--- config.mk ---
export PLATFORM = sky130hd
export DESIGN_NAME = usb_packet_tx
export DESIGN_NICKNAME = d
export VERILOG_FILES = /design/src/rtl/usb_packet_tx.sv
export SDC_FILE = /design/constraint.sdc
export NUM_CORES = 1
export LEC_CHECK = 0
export CORE_MARGIN = 2
export CORE_UTILIZATION = 45
export CTS_CLUSTER_DIAMETER = 30
export DETAILED_ROUTE_END_ITERATION = 8
export PLACE_DENSITY = 0.65
export SKIP_LAST_GASP = 1
export SLEW_MARGIN = 0
export SYNTH_ARGS = -nofsm -noshare
export SYNTH_HDL_FRONTEND = slang
export SYNTH_SLANG_ARGS = --single-unit
--- constraint.sdc ---
create_clock -name clk -period 5.18 [get_ports clk]
set_input_delay 1.036 -clock clk [delete_from_list [all_inputs] [get_ports clk]]
set_output_delay 1.036 -clock clk [all_outputs]
set_load 0.03 [all_outputs]
--- src/rtl/usb_packet_tx.sv ---
// USB FS/LS packet transmitter: SYNC, PID, token+CRC5 or payload+CRC16, EOP,
// with bit stuffing, NRZI line coding and a pad output enable.
module usb_packet_tx #(
    parameter int FS_DIV = 4,
    parameter int LS_DIV = 32
) (
    input  logic        clk,
    input  logic        rst,
    input  logic        is_fs,
    input  logic        start,
    input  logic [7:0]  pid,
    input  logic [10:0] token,
    input  logic [10:0] payload_len,
    input  logic [7:0]  tx_data,
    input  logic        tx_valid,
    output logic        tx_ready,
    output logic        tx_dp,
    output logic        tx_dm,
    output logic        tx_oe,
    output logic        busy,
    output logic        done,
    output logic        underrun
);
    localparam int MAXDIV = (LS_DIV > FS_DIV) ? LS_DIV : FS_DIV;
    localparam int CW     = $clog2(MAXDIV);

    typedef enum logic [3:0] {
        S_IDLE, S_SYNC, S_PID, S_TOKEN, S_CRC5, S_DATA, S_CRC16, S_UNDR, S_EOP_SE0, S_EOP_J
    } state_t;

    state_t        state_q, state_d;
    logic [CW-1:0] cnt_q, cnt_d;
    logic [3:0]    idx_q, idx_d;
    logic [2:0]    ones_q, ones_d;
    logic          line_q, line_d;      // 1 = J, 0 = K
    logic          se0_q, se0_d;
    logic          oe_q, oe_d;
    logic          fs_q, fs_d;
    logic          done_q, done_d;
    logic          undr_q, undr_d;
    logic          undr_pend_q, undr_pend_d;
    logic [7:0]    pid_q, pid_d;
    logic [10:0]   tok_q, tok_d;
    logic [7:0]    sh_q, sh_d;
    logic [4:0]    crc5_q, crc5_d;
    logic [15:0]   crc16_q, crc16_d;
    logic [10:0]   left_q, left_d;
    logic          load_byte;
    logic          nb;
    logic          bit_end;
    logic          stuff_region;
    logic [CW-1:0] div_m1;

    function automatic logic [4:0] crc5_step(input logic [4:0] c, input logic b);
        logic fb;
        fb = b ^ c[4];
        return {c[3:0], 1'b0} ^ (fb ? 5'h05 : 5'h00);
    endfunction

    function automatic logic [15:0] crc16_step(input logic [15:0] c, input logic b);
        logic fb;
        fb = b ^ c[15];
        return {c[14:0], 1'b0} ^ (fb ? 16'h8005 : 16'h0000);
    endfunction

    assign div_m1       = fs_q ? CW'(FS_DIV - 1) : CW'(LS_DIV - 1);
    assign bit_end      = (cnt_q == div_m1);
    assign stuff_region = state_q inside {S_PID, S_TOKEN, S_CRC5, S_DATA, S_CRC16};

    always_ff @(posedge clk) begin
        if (rst) begin
            state_q     <= S_IDLE;
            cnt_q       <= '0;
            idx_q       <= '0;
            ones_q      <= '0;
            line_q      <= 1'b1;
            se0_q       <= 1'b0;
            oe_q        <= 1'b0;
            fs_q        <= 1'b1;
            done_q      <= 1'b0;
            undr_q      <= 1'b0;
            undr_pend_q <= 1'b0;
        end else begin
            state_q     <= state_d;
            cnt_q       <= cnt_d;
            idx_q       <= idx_d;
            ones_q      <= ones_d;
            line_q      <= line_d;
            se0_q       <= se0_d;
            oe_q        <= oe_d;
            fs_q        <= fs_d;
            done_q      <= done_d;
            undr_q      <= undr_d;
            undr_pend_q <= undr_pend_d;
        end
    end

    always_ff @(posedge clk) begin
        pid_q   <= pid_d;
        tok_q   <= tok_d;
        sh_q    <= sh_d;
        crc5_q  <= crc5_d;
        crc16_q <= crc16_d;
        left_q  <= left_d;
    end

    always_comb begin
        state_d     = state_q;
        cnt_d       = cnt_q;
        idx_d       = idx_q;
        ones_d      = ones_q;
        line_d      = line_q;
        se0_d       = se0_q;
        oe_d        = oe_q;
        fs_d        = fs_q;
        done_d      = 1'b0;
        undr_d      = 1'b0;
        undr_pend_d = undr_pend_q;
        pid_d       = pid_q;
        tok_d       = tok_q;
        sh_d        = sh_q;
        crc5_d      = crc5_q;
        crc16_d     = crc16_q;
        left_d      = left_q;
        load_byte   = 1'b0;
        nb          = 1'b0;
        if (state_q == S_IDLE) begin
            // the clk after done is blocked so a held start cannot retrigger
            if (start && !done_q) begin
                state_d     = S_SYNC;
                cnt_d       = '0;
                idx_d       = '0;
                ones_d      = '0;
                line_d      = 1'b0;
                se0_d       = 1'b0;
                oe_d        = 1'b1;
                fs_d        = is_fs;
                undr_pend_d = 1'b0;
                pid_d       = pid;
                tok_d       = token;
                left_d      = payload_len;
                crc5_d      = 5'h1F;
                crc16_d     = 16'hFFFF;
            end
        end else if (!bit_end) begin
            cnt_d = cnt_q + 1'b1;
        end else begin
            cnt_d = '0;
            if (stuff_region && ones_q == 3'd6) begin
                // stuffed 0: field position is held, so the next advance resumes from it
                ones_d = '0;
                line_d = ~line_q;
            end else begin
                case (state_q)
                    S_SYNC: begin
                        idx_d = idx_q + 4'd1;
                        if (idx_q == 4'd7) begin
                            state_d = S_PID;
                            idx_d   = '0;
                        end
                    end
                    S_PID: begin
                        idx_d = idx_q + 4'd1;
                        if (idx_q == 4'd7) begin
                            idx_d = '0;
                            case (pid_q[1:0])
                                2'b01:   state_d = S_TOKEN;
                                2'b11:   state_d = (left_q == '0) ? S_CRC16 : S_DATA;
                                default: state_d = S_EOP_SE0;
                            endcase
                        end
                    end
                    S_TOKEN: begin
                        idx_d = idx_q + 4'd1;
                        if (idx_q == 4'd10) begin
                            state_d = S_CRC5;
                            idx_d   = '0;
                        end
                    end
                    S_CRC5: begin
                        idx_d = idx_q + 4'd1;
                        if (idx_q == 4'd4) begin
                            state_d = S_EOP_SE0;
                            idx_d   = '0;
                        end
                    end
                    S_DATA: begin
                        idx_d = idx_q + 4'd1;
                        if (idx_q == 4'd7) begin
                            state_d = (left_q == '0) ? S_CRC16 : S_DATA;
                            idx_d   = '0;
                        end
                    end
                    S_CRC16: begin
                        idx_d = idx_q + 4'd1;
                        if (idx_q == 4'd15) begin
                            state_d = S_EOP_SE0;
                            idx_d   = '0;
                        end
                    end
                    S_UNDR: begin
                        idx_d = idx_q + 4'd1;
                        if (idx_q == 4'd7) begin
                            state_d = S_EOP_SE0;
                            idx_d   = '0;
                        end
                    end
                    S_EOP_SE0: begin
                        idx_d = idx_q + 4'd1;
                        if (idx_q == 4'd1) begin
                            state_d = S_EOP_J;
                            idx_d   = '0;
                        end
                    end
                    S_EOP_J: begin
                        state_d     = S_IDLE;
                        oe_d        = 1'b0;
                        done_d      = 1'b1;
                        undr_d      = undr_pend_q;
                        undr_pend_d = 1'b0;
                    end
                    default: state_d = S_IDLE;
                endcase
                // entering bit 0 of a payload byte is where the byte is due
                if (state_d == S_DATA && idx_d == 4'd0) begin
                    if (tx_valid) begin
                        load_byte = 1'b1;
                        sh_d      = tx_data;
                        left_d    = left_q - 11'd1;
                    end else begin
                        state_d     = S_UNDR;
                        undr_pend_d = 1'b1;
                    end
                end
                case (state_d)
                    S_SYNC:  nb = (idx_d == 4'd7);
                    S_PID:   nb = pid_q[idx_d[2:0]];
                    S_TOKEN: nb = tok_q[idx_d];
                    S_CRC5:  nb = ~crc5_q[3'd4 - idx_d[2:0]];
                    S_DATA:  nb = sh_d[idx_d[2:0]];
                    S_CRC16: nb = ~crc16_q[4'd15 - idx_d];
                    S_UNDR:  nb = 1'b1;
                    default: nb = 1'b0;
                endcase
                case (state_d)
                    S_SYNC, S_PID, S_TOKEN, S_CRC5, S_DATA, S_CRC16: begin
                        line_d = nb ? line_q : ~line_q;
                        ones_d = nb ? ones_q + 3'd1 : 3'd0;
                    end
                    S_UNDR: begin
                        line_d = line_q;
                        ones_d = '0;
                    end
                    S_EOP_SE0: se0_d = 1'b1;
                    default: begin
                        se0_d  = 1'b0;
                        line_d = 1'b1;
                    end
                endcase
                if (state_d == S_TOKEN) crc5_d = crc5_step(crc5_q, nb);
                if (state_d == S_DATA)  crc16_d = crc16_step(crc16_q, nb);
            end
        end
    end

    always_comb begin
        tx_ready = load_byte;
        busy     = (state_q != S_IDLE);
        tx_oe    = oe_q;
        tx_dp    = !se0_q && (line_q == fs_q);
        tx_dm    = !se0_q && (line_q != fs_q);
        done     = done_q;
        underrun = undr_q;
    end
endmodule
## Yosys cells after proc, flatten, opt, wreduce, memory -nomap -nowiden

Index checks and enable logic that the tools add are counted.

- Add/sub/neg operators: 6
- Multiply operators: 0
- Div/mod/pow operators: 0
- $lt $le $gt $ge: 4
- Equality and inequality tests: 35
- Shift-type cells: 0
- Muxes and demuxes: 110
- Bitwise gates (word level): 11
- Reductions and logical operators: 35

Operators by type and width:

| operator | number |
|---|---|
| $mux W4 | 32 |
| $mux W16 | 6 |
| $mux W11 | 6 |
| $eq A4 B3 Y1 const B | 12 |
| $mux W5 | 9 |
| $mux W8 | 5 |
| $mux W1 | 33 |
| $pmux W4 S8 | 1 |
| $eq A4 B4 Y1 const B | 5 |
| $pmux W4 S5 | 1 |
| $reduce_and A4 Y1 | 5 |
| $mux W3 | 6 |
| $eq A4 B2 Y1 const B | 4 |
| $xor A16 B16 Y16 | 1 |
| $eq A4 B1 Y1 const B | 3 |
| $reduce_bool A2 Y1 | 6 |
| $logic_not A11 Y1 | 1 |
| $sub A11 B1 Y11 const B | 1 |
| $lt A4 B5 Y1 const B | 2 |
| $bmux W1 S3 | 3 |
| $reduce_and A3 Y1 | 3 |
| $bmux W1 S4 | 2 |
| $logic_not A4 Y1 | 2 |
| $lt A3 B4 Y1 const B | 2 |
| 34 further kinds | 50 |

- Bits in registers: 82
- Latch bits: 0
- Bits in writable memories: 0
- Bits in read-only memories: 0
- Logic and storage cells: 218
- Memories: 0

## Depth between registers and ports, before layout

Gate-level depths: netlist of the first run.

- Depth after elaboration: 27
- Depth in mapped cells: 19
- Mapped depth without buffers: 18

## Worst setup path after synthesis of the first run

OpenSTA, ideal clock, no wires.

- Path type: reg2reg
- From: register idx_q[1]
- To: register crc16_q[0], data pin
- Library setup time: 259 ps
- Arrival: 3,769 ps
- Slack: 1,152 ps
- Cell stages (with the launch flop): 18
- Path buffers: 2
- Cell sequence: dfxtp_1 inv_1 ha_1 or3b_2 a22oi_2 o21a_1 o21a_1 buf_4 nor2_2 buf_2 ha_1 nand2b_1 o311a_1 a221o_1 nor3_1 o221ai_2 xor2_2 or2_1

- Cells in the longest elaborated chain, start to end: 25
- Elaborated cells between the ends (all ways): 72
- Those cells by class: 3 x add/sub; 14 x eq/ne; 49 x mux; 4 x bitwise; 2 x reduce/logical

Ends and longest elaborated chain:

| item | line | source |
|---|---|---|
| start: declaration | 33 | `logic [3:0] idx_q, idx_d;` |
| start signal: assignment | 86 | `idx_q <= idx_d;` |
| $add A4 B1 Y4 (tied with other cells) | -- |  |
| $mux W4 (tied with other cells) | 210 | `if (idx_q == 4'd1) begin` |
| $pmux W4 S5 / $pmux W4 S8 (equally long branches) | 154 | `case (state_q)` |
| $mux W4 | 149 | `if (stuff_region && ones_q == 3'd6) begin` |
| $mux W4 | 145 | `end else if (!bit_end) begin` |
| $mux W4 | 127 | `if (state_q == S_IDLE) begin` |
| $logic_not A4 Y1 / $eq A4 B3 Y1 (equally long branches) | 225 | `if (state_d == S_DATA && idx_d == 4'd0) begin` |
| $logic_and A1 B1 Y1 | 225 |  |
| [... 9 more ...] | -- |  |
| $mux W1 * | 127 |  |
| $xor A1 B1 Y1 * | 62 | `fb = b ^ c[15];` |
| $mux W16 * | 63 | `return {c[14:0], 1'b0} ^ (fb ? 16'h8005 : 16'h0000);` |
| $xor A16 B16 Y16 * | 63 |  |
| $mux W16 * | 261 | `if (state_d == S_DATA) crc16_d = crc16_step(crc16_q, nb);` |
| $mux W16 * | 149 |  |
| $mux W16 * | 145 |  |
| $mux W16 * | 127 |  |
| end signal: assignment | 103 | `crc16_q <= crc16_d;` |
| end: declaration | 46 | `logic [15:0] crc16_q, crc16_d;` |

Mark *: on every way between the ends. The rest lies on a longest branch, timed or not. The select of a mux whose other input is x is not followed.
A chain may end at the register's enable or synchronous reset.

## Worst setup path in the final report of the first run

- From: register idx_q[1]
- To: output port tx_ready

- Cells in the longest elaborated chain, start to end: 12
- Elaborated cells between the ends (all ways): 34
- Those cells by class: 1 x add/sub; 6 x eq/ne; 25 x mux; 2 x reduce/logical

Ends and longest elaborated chain:

| item | line | source |
|---|---|---|
| $add A4 B1 Y4 (tied with other cells) | -- |  |
| $mux W4 (tied with other cells) | 210 |  |
| $pmux W4 S5 / $pmux W4 S8 (equally long branches) | 154 |  |
| $mux W4 | 149 |  |
| $mux W4 | 145 |  |
| $mux W4 | 127 |  |
| $logic_not A4 Y1 / $eq A4 B3 Y1 (equally long branches) | 225 |  |
| $logic_and A1 B1 Y1 * | 225 |  |
| $mux W1 * | 225 |  |
| $mux W1 * | 149 |  |
| $mux W1 * | 145 |  |
| $mux W1 * | 127 |  |
| end: declaration | 16 | `output logic tx_ready,` |

Marked as above.

==> results of run 1 <==
[worst max-delay path by stage]
stage | slack [ns] | start | end | cells after the start
floorplan | 1.15 | idx_q[1] | crc16_q[0] | 17
global placement | 0.64 | state_q[2] | crc16_q[0] | 16
detailed placement | 0.48 | state_q[2] | crc16_q[0] | 17
CTS | 0.37 | idx_q[1] | tx_ready | 11
global route | 0.04 | state_q[2] | crc16_q[0] | 17
finish | 0.37 | idx_q[1] | tx_ready | 12
[power by group through the flow]
stage / Sequential, mW / Clock, mW / Combinational [mW]
floorplan: 0.765 / 0 / 0.145
global placement: 0.771 / 0 / 0.224
detailed placement: 0.772 / 0 / 0.229
CTS: 0.757 / 0.475 / 0.229
global route: 0.762 / 0.500 / 0.250
finish: 0.758 / 0.465 / 0.229
[flip-flops by register name (all words and copies together) (netlist names), 3 cells and up]
name and count:
idx_q 4, tok_q 11, crc5_q 5, left_q 11, crc16_q 16, state_q 4, sh_q 8, cnt_q 5
ones_q 3, pid_q 8
[metrics by stage]
step / util / cells
global route: 0.534 / 690
global placement: 0.516 / 674
detailed placement: 0.516 / 674
CTS: 0.534 / 690
finish: 0.534 / 690
floorplan: - / 501
[cells by family (layout without fill, tap and decap cells)]
kind of cell	after synthesis	in the layout	synth area share
AOI/OAI and AO/OA	120	120	0.173
buffers and inverters	43	92	0.0382
xor gates and xnor gates	13	13	0.0246
and+or+nand+nor	214	214	0.238
DFF	82	82	0.452
muxes	19	19	0.0496
adders and majority gates	10	10	0.0253
[cells in the mapped netlist, types with 3 or more instances]
library cell / number / area, um^2
a31oi_1: 3 / 18.8
nand3_1: 21 / 105
or3_1: 6 / 37.5
inv_1: 14 / 52.6
o31ai_1: 5 / 37.5
mux2i_1: 5 / 50.1
nand3b_1: 5 / 37.5
buf_4: 4 / 30.0
nor4_1: 4 / 25.0
o311ai_1: 3 / 26.3
nand2b_1: 22 / 138
xor2_1: 6 / 52.6
nor4b_2: 3 / 45.0
clkbuf_1: 11 / 41.3
ha_1: 10 / 125
nor2_1: 37 / 139
a211oi_1: 9 / 67.6
nand2_1: 53 / 199
nor3_1: 14 / 70.1
and2_1: 11 / 68.8
dfxtp_1: 23 / 460
o21ai_0: 22 / 110
o211ai_1: 6 / 45.0
o21a_1: 5 / 37.5
mux2_2: 10 / 113
o2111a_1: 3 / 33.8
nor3_2: 3 / 30.0
xnor2_1: 6 / 52.6
nand4_1: 5 / 31.3
nor2b_1: 6 / 37.5
edfxtp_1: 59 / 1770
a41oi_1: 4 / 35.0
buf_2: 10 / 50.1
mux4_2: 3 / 67.6
a21oi_1: 31 / 155
a311oi_1: 4 / 35.0
[layer usage]
metal | vias up | share of wire | track usage | wire length (um)
met4 | 0 | 0.015 | 0.0733 | 185
met2 | 128 | 0.47 | 0.337 | 5650
li1 | 1960 | - | - | -
met3 | 14 | 0.055 | 0.0281 | 665
met1 | 1944 | 0.46 | 0.304 | 5520
met5 | - | 0 | 0 | 0
[cells in the final DEF (no fill, tap or decap), types with 4 or more instances in the layout]
master           instances
a211oi_1                 9
a21oi_1                 31
a311oi_1                 4
a41oi_1                  4
and2_1                  11
buf_4                   11
clkbuf_8                 9
clkdlybuf4s50_1         49
dfxtp_1                 23
edfxtp_1                59
ha_1                    10
inv_1                   14
mux2_2                  10
mux2i_1                  5
nand2_1                 53
nand2b_1                22
nand3_1                 21
nand3b_1                 5
nand4_1                  5
nor2_1                  37
nor2b_1                  6
nor3_1                  14
nor4_1                   4
o211ai_1                 6
o21a_1                   5
o21ai_0                 22
o31ai_1                  5
or3_1                    6
xnor2_1                  6
xor2_1                   6
[tightest hold or removal path, delay by kind of cell, from the launching register on]
kind / cells / cell delay (ns)
compound gates: 1 / 0.05
flops: 1 / 0.33
simple gates: 1 / 0.06
[area by class of cell]
type	instances	area [um^2]	area share
Timing Repair Buffer	60	573	0.0995
Clock buffer	9	124	0.0215
Tap cell	140	175	0.0304
Inverter	16	60.1	0.0104
Sequential cell	82	2230	0.387
Multi-Input combinational cell	376	2530	0.439
Clock inverter	7	68.8	0.0119
==> summary.md, run 1 <==
| Metric | Value |
|---|---|
| Drt wl/cell | 17.4 um |
| CP max FO | 8 |
| Post-CTS resize count | 0 |
| Root buffer cell | clkbuf_8 |
| TritonRoute pass-1 iters | 7 |
| Global placer's final weighted congestion | 0.887 |
| Syn nets | 554 |
| Final worst slack | 0.372 ns |
| Worst slew pin tran | 1.02 ns |
| Slew HR | 0.314 |
| Bufs on Longest Clock Path | 2 |
| TritonCTS Buffers | 9 |
| Total wire length | 12000 um |
| Worst Hold End | ones_q[1] |
| TritonCTS clock tree | done |
| Synth warnings | 0 |
| Setup CP Type | flop to output pin |
| Slowest-stage cell, CP | clkdlybuf4s50_1 |
| Hold_buf cts | 0 |
| Mean Syn Cell Area | 9.86 um^2 |
| Number of routed nets with antenna violations | 0 |
| TNS Setup | 0 ns |
| Mapped Cells | 501 |
| Max Fclk | 0.208 GHz |
| Max_cap viols | 0 |
| Finished layout cell area | 0.00576 mm^2 |
| Seq/Total Area, Yosys | 0.452 |
| Worst path bufs/invs | 3 |
| Clock power frac | 0.320 |
| Pint | 1.06 mW |
| Startpoint type of the worst setup path | flop |
| CP Capture Type | output pin |
| Tcrit/Tclk final | 0.928 |
| Combinational power share | 0.158 |
| Drt via density | 5.86 |
| Register share of total power | 0.522 |
| HP Class | flop to flop |
| Tot GR Track Use | 0.214 |
| Die W | 109 um |
| H-tree depth | 3 |
| # Post-CTS Setup Buffers | 0 |
| Maximum vdd drop | 0.169 mV |
| Crit path cell chain | inv_1, ha_1, or3b_2, a22oi_2, o21a_1, o21a_1, nor2_2, clkinv_1, ha_1, nand4_1, nor3_1, clkdlybuf4s50_1 |
| Cell row count | 38 |
| Sw power | 0.394 mW |
| Status | complete, no violations |
| Starting utilization of the core area | 0.458 |
| Io pins | 50 |
| Top_reg_cell synth | edfxtp_1 |
| Nets | 598 |
| Drt initial violations | 330 |
| Worst r2r dst | crc16_q[0] |
| DR vias | 4046 |
| Layout cell share with drive strength beyond 1 | 0.125 |
| Synthesized area | 0.00494 mm^2 |
| Die Span Y | 109 um |
| Reg2Reg Setup Slack | 0.43 ns |
| Global route overflow | 0 |
| Antenna diodes | 0 |
| Die Area | 0.0118 mm^2 |
| Worst skew pair latency | 0.37 ns |
| Unrepaired setup endpoints after global routing | no |
| CP arrival | 3.77 ns |
| Fill count | 996 |
| CP top delay family | buffers and inverters |
| Clock sinks | 82 |
| Hold Crit Start | ones_q[1] |
| Power density over cell area | 252 mW/mm^2 |
| Lkg Pwr | 1.93 nW |
| Final hold slack | 0.486 ns |
| Power, Total | 1.45 mW |
| Area Growth Syn to Fin | 16.6% |
| Final critical-path required period | 4.81 ns |
| Final Setup Violations | 0 |
| Length in cells of the worst reg-to-reg path | 17 |
| Hold path depth | 2 |
| Largest net degree at the start of global routing | 31 |
| Port Buffer Count | 49 |
| First-pass GRT wire length | 19400 um |
| Dpl cell area | 0.00557 mm^2 |
| Worst Clk Skew | 0.0163 ns |
| Dpl ws | 0.484 ns |
| RR Startpoint | state_q[2] |
| Initial antenna violation count | 0 |
| DP Wirelength | 8720 um |
| Core region area | 0.0108 mm^2 |
| Asr flop ratio synth | 0 |
| Sw frac | 0.271 |
| Synth cell types | 80 |
| Vias in the first global route | 3885 |
| Number of synthesized register bits | 82 |
| Post-synth EDFFs | 59 |
| CP peak stage delay | 0.73 ns |
| Residual DRC count | 0 |
| Count of pins over their slew limit | 0 |
| Worst endpoint required time | 4.14 ns |
| Clk pin slew, worst setup/hold paths | 0.10 ns |
| Final-report hold violation count | 0 |
Note: power is estimated with default switching activity, not from simulation.
==> run 2, diff against run 1 <==
- CORE_UTILIZATION: 45 -> 59
- CTS_BUF_LIST: not set -> sky130_fd_sc_hd__clkbuf_8
- PLACE_DENSITY: 0.65 -> not set
- PLACE_DENSITY_LB_ADDON: not set -> 0.3
==> summary.md, run 2 (synthesis results as in run 1) <==
| Metric | Value |
|---|---|
| Dpl ws | 0.522 ns (+0.0374 ns) |
| Root buffer cell | clkbuf_8 |
| Antenna diodes | 0 (unchanged) |
| Global placer's final weighted congestion | 0.946 (+6.6%) |
| Tcrit/Tclk final | 0.944 (+0.0161) |
| DP Wirelength | 8720 um (about the same) |
| Slowest-stage cell, CP | clkdlybuf4s50_1 |
| Die Span Y | 95.5 um (-12%) |
| Cell row count | 33 (-13%) |
| Residual DRC count | 0 (unchanged) |
| Commonest non-fill, non-tap cell in the layout | edfxtp_1 |
| CP max FO | 10 (+2) |
| Count of pins over their slew limit | 0 (unchanged) |
| Io pins | 50 (unchanged) |
| Worst skew pair latency | 0.36 ns (about the same) |
| Drt wl/cell | 18.2 um (+4.3%) |
| Power density over cell area | 247 mW/mm^2 (-1.9%) |
| Worst Clk Skew | 0.0103 ns (-0.00598 ns) |
| TritonCTS clock tree | done |
| Post-Place Cells | 636 (-5.6%) |
| Maximum vdd drop | 0.186 mV (+10%) |
| Nets | 595 (-0.50%) |
| Max Fclk | 0.204 GHz (-1.7%) |
| Crit path cell chain | inv_1, ha_1, or3b_2, a22oi_2, o21a_1, o21a_2, nor2_2, clkinv_1, ha_1, nand4_1, nor3_1, clkdlybuf4s50_1 |
| TritonRoute pass-1 iters | 5 (-2) |
| Fill count | 618 (-38%) |
| Max FFs per register | 16 (unchanged) |
| First-pass GRT wire length | 19000 um (-2.1%) |
| Unrepaired setup endpoints after global routing | no |
| CP most frequent cell | ha_1 |
| FF+latch area | 0.00223 mm^2 (unchanged) |
| Final hold slack | 0.488 ns (+0.00220 ns) |
| Global route overflow | 0 (unchanged) |
| Starting utilization of the core area | 0.604 (+0.147) |
| # Post-CTS Setup Buffers | 0 (unchanged) |
| Worst endpoint required time | 4.14 ns (about the same) |
| Largest net degree at the start of global routing | 31 (unchanged) |
| Lkg Pwr | 1.90 nW (-1.5%) |
| Status | complete, no violations |
| CP peak stage delay | 0.73 ns (about the same) |
| Total wire length | 11800 um (-1.4%) |
| Setup CP Type | flop to output pin |
| Finished layout cell area | 0.00567 mm^2 (-1.5%) |
| Die Area | 0.00912 mm^2 (-23%) |
| Startpoint type of the worst setup path | flop |
| TritonCTS Buffers | 9 (unchanged) |
| Multi-input gate area | 0.00253 mm^2 (about the same) |
| TNS Setup | 0 ns (unchanged) |
| Tot GR Track Use | 0.272 (+0.0584) |
| Bufs on Longest Clock Path | 2 (unchanged) |
| Dpl cell area | 0.00550 mm^2 (-1.2%) |
| Worst slew pin tran | 0.976 ns (-0.0392 ns) |
| Top Registers | crc16_q (16), left_q (11), tok_q (11) |
| Port Buffer Count | 49 (unchanged) |
| CP Capture Type | output pin |
| CP arrival | 3.86 ns (+0.09 ns) |
| Fin util | 0.694 (+0.160) |
| Drt via density | 6.32 (+7.8%) |
| Power, Total | 1.40 mW (-3.3%) |
| Core region area | 0.00818 mm^2 (-24%) |
| Cell Count, Final, Fillers Out | 652 (-5.5%) |
| Number of routed nets with antenna violations | 0 (unchanged) |
| Final critical-path required period | 4.89 ns (+0.0832 ns) |
| Area Growth Syn to Fin | 14.8% |
| Die W | 95.5 um (-12%) |
| Vias in the first global route | 3888 (+0.077%) |
| H-tree depth | 3 (unchanged) |
| Drt initial violations | 456 (+38%) |
| Slew HR | 0.347 (+0.0333) |
| Initial antenna violation count | 0 (unchanged) |
| HP Class | flop to flop |
| Post-CTS resize count | 0 (unchanged) |
| Final Setup Violations | 0 (unchanged) |
| Final worst slack | 0.289 ns (-0.0832 ns) |
| Final-report hold violation count | 0 (unchanged) |
| Layout cell share with drive strength beyond 1 | 0.119 (-0.00662) |
| DR vias | 4121 (+1.9%) |
| Highest-count cells in the layout ignoring fill and taps | edfxtp_1, nand2_1, clkdlybuf4s50_1, nor2_1, a21oi_1 |
| Max_cap viols | 0 (unchanged) |
| Hold_buf cts | 0 (unchanged) |
| Largest reg by FF count | crc16_q |
| Clk pin slew, worst setup/hold paths | 0.09 ns (about the same) |
| Clock sinks | 82 (unchanged) |
run 2: layer usage:
| metal | part of all wire | global-route usage |
|---|---|---|
| met1 | 0.43 | 0.376 |
| met2 | 0.47 | 0.428 |
| met3 | 0.073 | 0.0458 |
| met4 | 0.024 | 0.111 |
| met5 | 0 | 0 |
run 2: area by class of cell:
type / instances / area share
timing repair buffer: 57 / 0.0970
sequential: 82 / 0.393
multi-input combinational: 376 / 0.446
clock inverter: 7 / 0.00816
tap: 105 / 0.0232
inverter: 16 / 0.0106
clock buffer: 9 / 0.0218
run 2: report_power, final:
group          total [mW]  internal (mW)  switching, mW
Sequential          0.758          0.736         0.0221
Combinational       0.228         0.0987          0.129
Clock               0.417          0.172          0.245
Total                1.40           1.01          0.396
run 2: critical path: cells and delay by family (launching register included):
family                     cells  cell delay (ns)
DFF                            1             0.39
buffers and inverters          3             1.03
adders and majority gates      2             0.41
AOI/OAI and AO/OA              3             0.69
and+or+nand+nor                4             0.99
run 2: final timing paths:
kind                 to  slack (ns)  depth (start not counted)   startpoint
max            tx_ready        0.29                         12     idx_q[1]
min            underrun        0.49                          1  undr_pend_q
max reg2reg  crc16_q[0]        0.52                         16   state_q[2]
min reg2reg    underrun        0.49                          1  undr_pend_q
